$ cat config.mk
export PLATFORM = sky130hd
export DESIGN_NAME = pc_fetch_unit
export DESIGN_NICKNAME = d
export VERILOG_FILES = /design/src/rtl/pc_fetch_pkg.sv /design/src/rtl/pc_fetch_unit_pc_next_sel.sv /design/src/rtl/pc_fetch_unit.sv
export SDC_FILE = /design/constraint.sdc
export NUM_CORES = 1
export LEC_CHECK = 0
export ABC_AREA = 0
export BUFFER_PORTS_ARGS = -buffer_cell sky130_fd_sc_hd__buf_2
export CORE_MARGIN = 3
export CORE_UTILIZATION = 48
export DETAILED_ROUTE_END_ITERATION = 10
export GPL_ROUTABILITY_DRIVEN = 0
export PLACE_DENSITY = 0.85
export SYNTH_ARGS = -nofsm -noshare
export SYNTH_HDL_FRONTEND = slang
export SYNTH_SLANG_ARGS = --single-unit
$ cat constraint.sdc
create_clock -name clk -period 2.4 [get_ports clk]
set_input_delay 0.24 -clock clk [delete_from_list [all_inputs] [get_ports clk]]
set_output_delay 0.24 -clock clk [all_outputs]
set_load 0.01 [all_outputs]
$ cat src/rtl/pc_fetch_pkg.sv
// Shared definitions for the PC / instruction-fetch slice.
// Optional feature macro: PC_MISALIGN_CHECK_EN (enables the FAULT state and fetch_misalign).
package pc_fetch_pkg;

  localparam int unsigned XLEN             = 32;
  localparam logic [31:0] DEFAULT_RESET_PC = 32'h0000_0000;

  // Low PC bits that must be zero for a legal instruction address
  localparam logic [1:0]  INST_ALIGN_MASK  = 2'b11;

  localparam int unsigned STATE_W  = 3;
  localparam logic [2:0]  ST_IDLE  = 3'd0;
  localparam logic [2:0]  ST_REQ   = 3'd1;
  localparam logic [2:0]  ST_WAIT  = 3'd2;
  localparam logic [2:0]  ST_HOLD  = 3'd3;
  localparam logic [2:0]  ST_FAULT = 3'd4;

endpackage

$ cat src/rtl/pc_fetch_unit_pc_next_sel.sv
// Next-PC select: redirect target (alignment-handled) or sequential fetch_pc + 4.
// Optional feature macro: PC_MISALIGN_CHECK_EN (reports misaligned redirects instead of masking).
module pc_next_sel #(
  parameter int unsigned XLEN = pc_fetch_pkg::XLEN
) (
  input  logic [XLEN-1:0] fetch_pc,
  input  logic            redirect_valid,
  input  logic [XLEN-1:0] redirect_pc,
  output logic [XLEN-1:0] next_pc_c
`ifdef PC_MISALIGN_CHECK_EN
  ,
  output logic            misalign_c
`endif
);
  import pc_fetch_pkg::*;

  logic [XLEN-1:0] target_c;

  // Redirect has priority over the sequential path
  always_comb begin
    target_c = redirect_pc;
`ifndef PC_MISALIGN_CHECK_EN
    target_c[1:0] = redirect_pc[1:0] & ~INST_ALIGN_MASK;
`endif
    next_pc_c = redirect_valid ? target_c : fetch_pc + XLEN'(4);
  end

`ifdef PC_MISALIGN_CHECK_EN
  // A misaligned redirect is flagged; the top refuses to fetch from it
  assign misalign_c = redirect_valid && (|(redirect_pc[1:0] & INST_ALIGN_MASK));
`endif

endmodule

$ cat src/rtl/pc_fetch_unit.sv
// Program counter owner and instruction fetch sequencer (one outstanding request).
// Optional feature macro: PC_MISALIGN_CHECK_EN (misaligned redirect -> sticky FAULT).
module pc_fetch_unit #(
  parameter int unsigned      XLEN     = pc_fetch_pkg::XLEN,
  parameter logic [XLEN-1:0]  RESET_PC = XLEN'(pc_fetch_pkg::DEFAULT_RESET_PC)
) (
  input  logic            clk,
  input  logic            rst,
  input  logic            redirect_valid,
  input  logic [XLEN-1:0] redirect_pc,
  input  logic            stall,
  output logic            imem_req_valid,
  output logic [XLEN-1:0] imem_req_addr,
  input  logic            imem_req_ready,
  input  logic            imem_rsp_valid,
  input  logic [XLEN-1:0] imem_rsp_data,
  output logic            inst_valid,
  output logic [XLEN-1:0] inst,
  output logic [XLEN-1:0] inst_pc,
  output logic [XLEN-1:0] pc_plus4,
  output logic            fetch_misalign
);
  import pc_fetch_pkg::*;

  logic [STATE_W-1:0] state, state_nxt;
  logic [XLEN-1:0]    pc, pc_nxt;
  logic [XLEN-1:0]    inst_nxt, inst_pc_nxt;
  logic               kill, kill_nxt;
  logic               inst_valid_nxt;
  logic [XLEN-1:0]    next_pc_c;
  logic               req_fire_c;
`ifdef PC_MISALIGN_CHECK_EN
  logic               misalign_c;
  logic               misalign_nxt;
`endif

  pc_next_sel #(.XLEN(XLEN)) u_next_sel (
    .fetch_pc       (pc),
    .redirect_valid (redirect_valid),
    .redirect_pc    (redirect_pc),
    .next_pc_c      (next_pc_c)
`ifdef PC_MISALIGN_CHECK_EN
    ,
    .misalign_c     (misalign_c)
`endif
  );

  // Request is suppressed while decode is stalled on a presented instruction
  assign imem_req_valid = (state == ST_REQ) && !(inst_valid && stall);
  assign imem_req_addr  = pc;
  assign req_fire_c     = imem_req_valid && imem_req_ready;
  assign pc_plus4       = inst_pc + XLEN'(4);

  // Next-state and datapath decisions
  always_comb begin
    state_nxt      = state;
    pc_nxt         = pc;
    kill_nxt       = kill;
    inst_valid_nxt = inst_valid;
    inst_nxt       = inst;
    inst_pc_nxt    = inst_pc;
`ifdef PC_MISALIGN_CHECK_EN
    misalign_nxt   = fetch_misalign;
`endif

    if (inst_valid && !stall) inst_valid_nxt = 1'b0;

    case (state)
      ST_IDLE: begin
        state_nxt = ST_REQ;
        if (redirect_valid) pc_nxt = next_pc_c;
      end
      ST_REQ: begin
        if (req_fire_c) begin
          state_nxt = ST_WAIT;
          if (redirect_valid) begin
            kill_nxt = 1'b1;
            pc_nxt   = next_pc_c;
          end
        end else begin
          if (inst_valid && stall) state_nxt = ST_HOLD;
          if (redirect_valid) begin
            state_nxt      = ST_REQ;
            pc_nxt         = next_pc_c;
            inst_valid_nxt = 1'b0;
          end
        end
      end
      ST_WAIT: begin
        if (imem_rsp_valid) begin
          kill_nxt  = 1'b0;
          state_nxt = ST_REQ;
          if (redirect_valid) begin
            pc_nxt = next_pc_c;
          end else if (!kill) begin
            inst_valid_nxt = 1'b1;
            inst_nxt       = imem_rsp_data;
            inst_pc_nxt    = pc;
            pc_nxt         = next_pc_c;
          end
        end else if (redirect_valid) begin
          kill_nxt = 1'b1;
          pc_nxt   = next_pc_c;
        end
      end
      ST_HOLD: begin
        if (redirect_valid) begin
          state_nxt      = ST_REQ;
          pc_nxt         = next_pc_c;
          inst_valid_nxt = 1'b0;
        end else if (!stall) begin
          state_nxt = ST_REQ;
        end
      end
`ifdef PC_MISALIGN_CHECK_EN
      ST_FAULT: begin
        inst_valid_nxt = 1'b0;
        if (imem_rsp_valid) kill_nxt = 1'b0;
        if (redirect_valid && !misalign_c) begin
          pc_nxt       = next_pc_c;
          misalign_nxt = 1'b0;
          // a request abandoned on the way into FAULT may still answer
          state_nxt    = (kill && !imem_rsp_valid) ? ST_WAIT : ST_REQ;
        end
      end
`endif
      default: state_nxt = ST_IDLE;
    endcase

`ifdef PC_MISALIGN_CHECK_EN
    if (misalign_c) begin
      state_nxt      = ST_FAULT;
      inst_valid_nxt = 1'b0;
      misalign_nxt   = 1'b1;
    end
`endif
  end

  // State and output registers
  always_ff @(posedge clk) begin
    if (rst) begin
      state      <= ST_IDLE;
      pc         <= RESET_PC;
      kill       <= 1'b0;
      inst_valid <= 1'b0;
      inst       <= '0;
      inst_pc    <= '0;
    end else begin
      state      <= state_nxt;
      pc         <= pc_nxt;
      kill       <= kill_nxt;
      inst_valid <= inst_valid_nxt;
      inst       <= inst_nxt;
      inst_pc    <= inst_pc_nxt;
    end
  end

`ifdef PC_MISALIGN_CHECK_EN
  // Sticky misalignment flag
  always_ff @(posedge clk) begin
    if (rst) fetch_misalign <= 1'b0;
    else     fetch_misalign <= misalign_nxt;
  end
`else
  assign fetch_misalign = 1'b0;
`endif

endmodule

==> results.json <==
{
  "chipWidth_um": 106,
  "asyncSetResetFlopFracSynth_pct": 0,
  "worstMarginPinSlew_ns": 0.772,
  "clockBufferDepth": 2,
  "crit_path_end_kind": "output pin",
  "vias_in_the_first_global_route": 4782,
  "netlist_instances": 626,
  "worst-r2r-setup-slack_ns": 0.20,
  "holdPathStages": 3,
  "startpoint_types": "flop",
  "htree_num_levels": 3,
  "worst-path-max-fanout": 6,
  "ctsHoldBuffers": 0,
  "grt_pass1_wl_um": 23600,
  "final_antenna_net_count": 0,
  "p_sw_mw": 0.869,
  "largest_net_degree_at_the_start_of_global_routing": 76,
  "area.sequential_um2": 2010,
  "synth_edf_count": 0,
  "skew_ns": 0.0111,
  "synth-seq-cells": 100,
  "outcome": "finished, final reports clean",
  "report.final.hold_viol_count": 0,
  "crit_arrival_ns": 2.06,
  "tritoncts.num_buffers": 9,
  "r2r-start": "imem_req_addr[3]$_SDFFE_PP0P_",
  "p_clk_share_pct": 31.5,
  "syn_area_um2": 4830,
  "cts.sinks": 100,
  "cellPowerDensity_nw_per_um2": 503,
  "final_cell_area_um2": 6180,
  "grt_antenna_before_repair": 0,
  "initial_utilization_pct": 50.9,
  "finalMaxSlewViolations": 0,
  "die_area_um2": 11300,
  "worst_slew_margin_rel_pct": 48.5,
  "min-delay-path-class": "input pin to flop",
  "timing.critical_path.slowest_cell_delay_ns": 0.43,
  "critical_path.slowest_cell": "sky130_fd_sc_hd__or3_4",
  "reg2reg_depth": 5,
  "top_level_ports": 201,
  "dpl_cell_area_um2": 5960,
  "synth.yosys.seq_area_share_pct": 41.4,
  "yosys_most_used_dff": "sky130_fd_sc_hd__dfxtp_1",
  "track_usage_pct": 25.5,
  "layout_min_cycle_time_ns": 2.30,
  "ys.warnings.count": 0,
  "worst_setup_path_endpoint": "pc_plus4[28]",
  "vdd_drop_max_uv": 252,
  "post_synth_num_cell_types": 48,
  "post-route-drc-count": 0,
  "timing.max_cap.violations": 0,
  "port-buffer-count": 197,
  "dr.pass1.iters": 5,
  "power.sequential.fraction_pct": 57.2,
  "row_count": 35,
  "overflow": 0,
  "finalWirelength_um": 15000,
  "core_area_um2": 9500,
  "crit_type": "flop to output pin",
  "crit_chain": "ha_4 > inv_1 > or3_4 > or3_1 > xnor2_1 > buf_2",
  "hold_path_startpoint": "imem_rsp_data[12]",
  "root_buffer_selected_by_cts": "sky130_fd_sc_hd__clkbuf_8",
  "timing.final.setup_violations": 0,
  "unrepaired_setup_endpoints_after_global_routing": "yes",
  "p_leak_nw": 2.62,
  "clock_latency_ns": 0.36,
  "fin_util_pct": 65.1,
  "netSwitchingFraction_pct": 27.9,
  "multi_input_comb_area_um2": 2640,
  "fmax_ghz": 0.434,
  "detailroute.via_count": 5241,
  "avgSynthCellArea_um2": 7.72,
  "nFillCells": 848,
  "p_int_mw": 2.24,
  "worst_setup_path_startpoint": "inst_pc[2]$_SDFFE_PP0P_",
  "crit-reg2reg-capture": "imem_req_addr[26]$_SDFFE_PP0P_",
  "die_y_um": 106,
  "post_detail_place_hpwl_um": 11200,
  "data_required_time_at_the_worst_endpoint_ns": 2.16,
  "fraction_of_layout_instances_using_a_drive_strength_above_1_pct": 30.9,
  "vias_per_cell": 5.54,
  "tritoncts": "yes",
  "route.detailed.wl_per_inst_um": 15.8,
  "fin_nets": 884,
  "layout-area-overhead-vs-synth_pct": 27.9,
  "portion_of_the_clock_cycle_consumed_by_the_worst_path_in_the_final_layout_pct": 95.9,
  "synth.net_count": 698,
  "initialDrtViolationCount": 352,
  "clkTransAtPathRegs_ns": 0.10,
  "power.combinational.fraction_pct": 11.3
}
==> synthesized netlist by cell type, types with 6 or more instances <==
cell type                  count  area [um^2]
sky130_fd_sc_hd__nand2_1     159          597
sky130_fd_sc_hd__dfxtp_1     100         2000
sky130_fd_sc_hd__a21oi_1      71          355
sky130_fd_sc_hd__nor2_1       36          135
sky130_fd_sc_hd__clkbuf_1     31          116
sky130_fd_sc_hd__nand3_1      24          120
sky130_fd_sc_hd__xnor2_1      22          193
sky130_fd_sc_hd__nand4_1      17          106
sky130_fd_sc_hd__and4_1       15          131
sky130_fd_sc_hd__inv_1        14         52.6
sky130_fd_sc_hd__nor3_1       13         65.1
sky130_fd_sc_hd__xor2_1       13          114
sky130_fd_sc_hd__a311oi_1     12          105
sky130_fd_sc_hd__a211oi_1     10         75.1
sky130_fd_sc_hd__o31ai_1       8         60.1
sky130_fd_sc_hd__or4_1         8         60.1
sky130_fd_sc_hd__and3_1        6         37.5
sky130_fd_sc_hd__nor4_1        6         37.5
sky130_fd_sc_hd__o21ai_0       6         30.0
sky130_fd_sc_hd__or3_1         6         37.5
==> layer usage <==
| metal | wire (um) | GRT usage (%) | up-vias | share of wire (%) |
|---|---|---|---|---|
| li1 | - | - | 2575 | - |
| met1 | 6170 | 33.2 | 2406 | 41 |
| met2 | 7320 | 42.0 | 221 | 49 |
| met3 | 1040 | 3.40 | 39 | 7.0 |
| met4 | 440 | 11.8 | 0 | 2.9 |
| met5 | 0 | 0 | - | 0 |
==> state kept, by name (all words and copies together) (netlist names) <==
name,flops
imem_req_addr,32
inst,32
inst_pc,32
state,2
inst_valid,1
kill,1
==> metrics by stage <==
step	power [mW]	hold slack, ns	setup TNS [ns]	std cells	setup WS [ns]
finish	3.11	0.101	0	946	0.0976
global route	3.23	0.0889	-0.00578	945	-0.00578
CTS	3.12	0.0842	0	945	0.0287
detailed placement	2.16	0.444	0	929	0.223
global placement	2.15	0.439	0	929	0.286
floorplan	1.99	0.351	0	626	0.268
==> area by class of cell <==
cell class | count | area share (%)
Timing Repair Buffer | 217 | 18.4
Sequential cell | 100 | 32.6
Inverter | 15 | 0.911
Antenna cell | 1 | 0.0405
Tap cell | 129 | 2.61
Multi-Input combinational cell | 469 | 42.7
Clock inverter | 6 | 0.789
Clock buffer | 9 | 2.00
==> repair_timing <==
action / 4_1_cts / 5_1_grt
setup endpoints to repair: 5 / 10
gates resized for setup: 4 / 10
pin swaps: 1 / 0
setup buffers: 1 / 0
==> how the worst min path moves through the flow <==
stage,end
5_1_grt,inst[27]$_SDFFE_PP0P_
6_report,inst[12]$_SDFFE_PP0P_
4_1_cts,inst[27]$_SDFFE_PP0P_
2_1_floorplan,kill$_SDFFE_PP0P_
3_3_place_gp,inst[3]$_SDFFE_PP0P_
3_5_place_dp,inst[9]$_SDFFE_PP0P_
==> power groups by stage <==
stage / combinational, mW / sequential (mW) / clock (mW)
6_report: 0.352 / 1.78 / 0.979
5_1_grt: 0.388 / 1.79 / 1.06
4_1_cts: 0.351 / 1.78 / 0.997
3_5_place_dp: 0.349 / 1.81 / 0
3_3_place_gp: 0.340 / 1.81 / 0
2_1_floorplan: 0.163 / 1.82 / 0
==> cells by family after synthesis <==
| kind of cell | after synthesis | synth area share [%] |
|---|---|---|
| xor gates and xnor gates | 35 | 6.34 |
| and+or+nand+nor | 309 | 31.1 |
| adders and majority gates | 2 | 0.518 |
| other | 1 | 0.0776 |
| AOI/OAI and AO/OA | 122 | 15.7 |
| DFF | 100 | 41.4 |
| buffers and inverters | 57 | 4.81 |
==> critical path, delay by kind of cell (launching register included) <==
kind / cells / cell delay (ns)
adder cells (fa/ha/maj): 1 / 0.15
flip-flops: 1 / 0.39
buffers and inverters: 2 / 0.23
AND/OR/NAND/NOR: 2 / 0.80
XOR/XNOR: 1 / 0.13
==> cells in the final DEF, fill, tap and decap left out, types with 8 or more instances in the layout <==
cell                         n
sky130_fd_sc_hd__nor3_1     11
sky130_fd_sc_hd__nand3_1    24
sky130_fd_sc_hd__a311oi_1   12
sky130_fd_sc_hd__buf_4      21
sky130_fd_sc_hd__buf_2     196
sky130_fd_sc_hd__clkbuf_8    9
sky130_fd_sc_hd__or4_1       8
sky130_fd_sc_hd__xnor2_1    22
sky130_fd_sc_hd__xor2_1     13
sky130_fd_sc_hd__nand2_1   158
sky130_fd_sc_hd__o31ai_1     8
sky130_fd_sc_hd__nor2_1     35
sky130_fd_sc_hd__a211oi_1   10
sky130_fd_sc_hd__dfxtp_1    94
sky130_fd_sc_hd__inv_1      14
sky130_fd_sc_hd__nand4_1    17
sky130_fd_sc_hd__a21oi_1    71
sky130_fd_sc_hd__and4_1     14
Power figures use the tool's default switching activity.
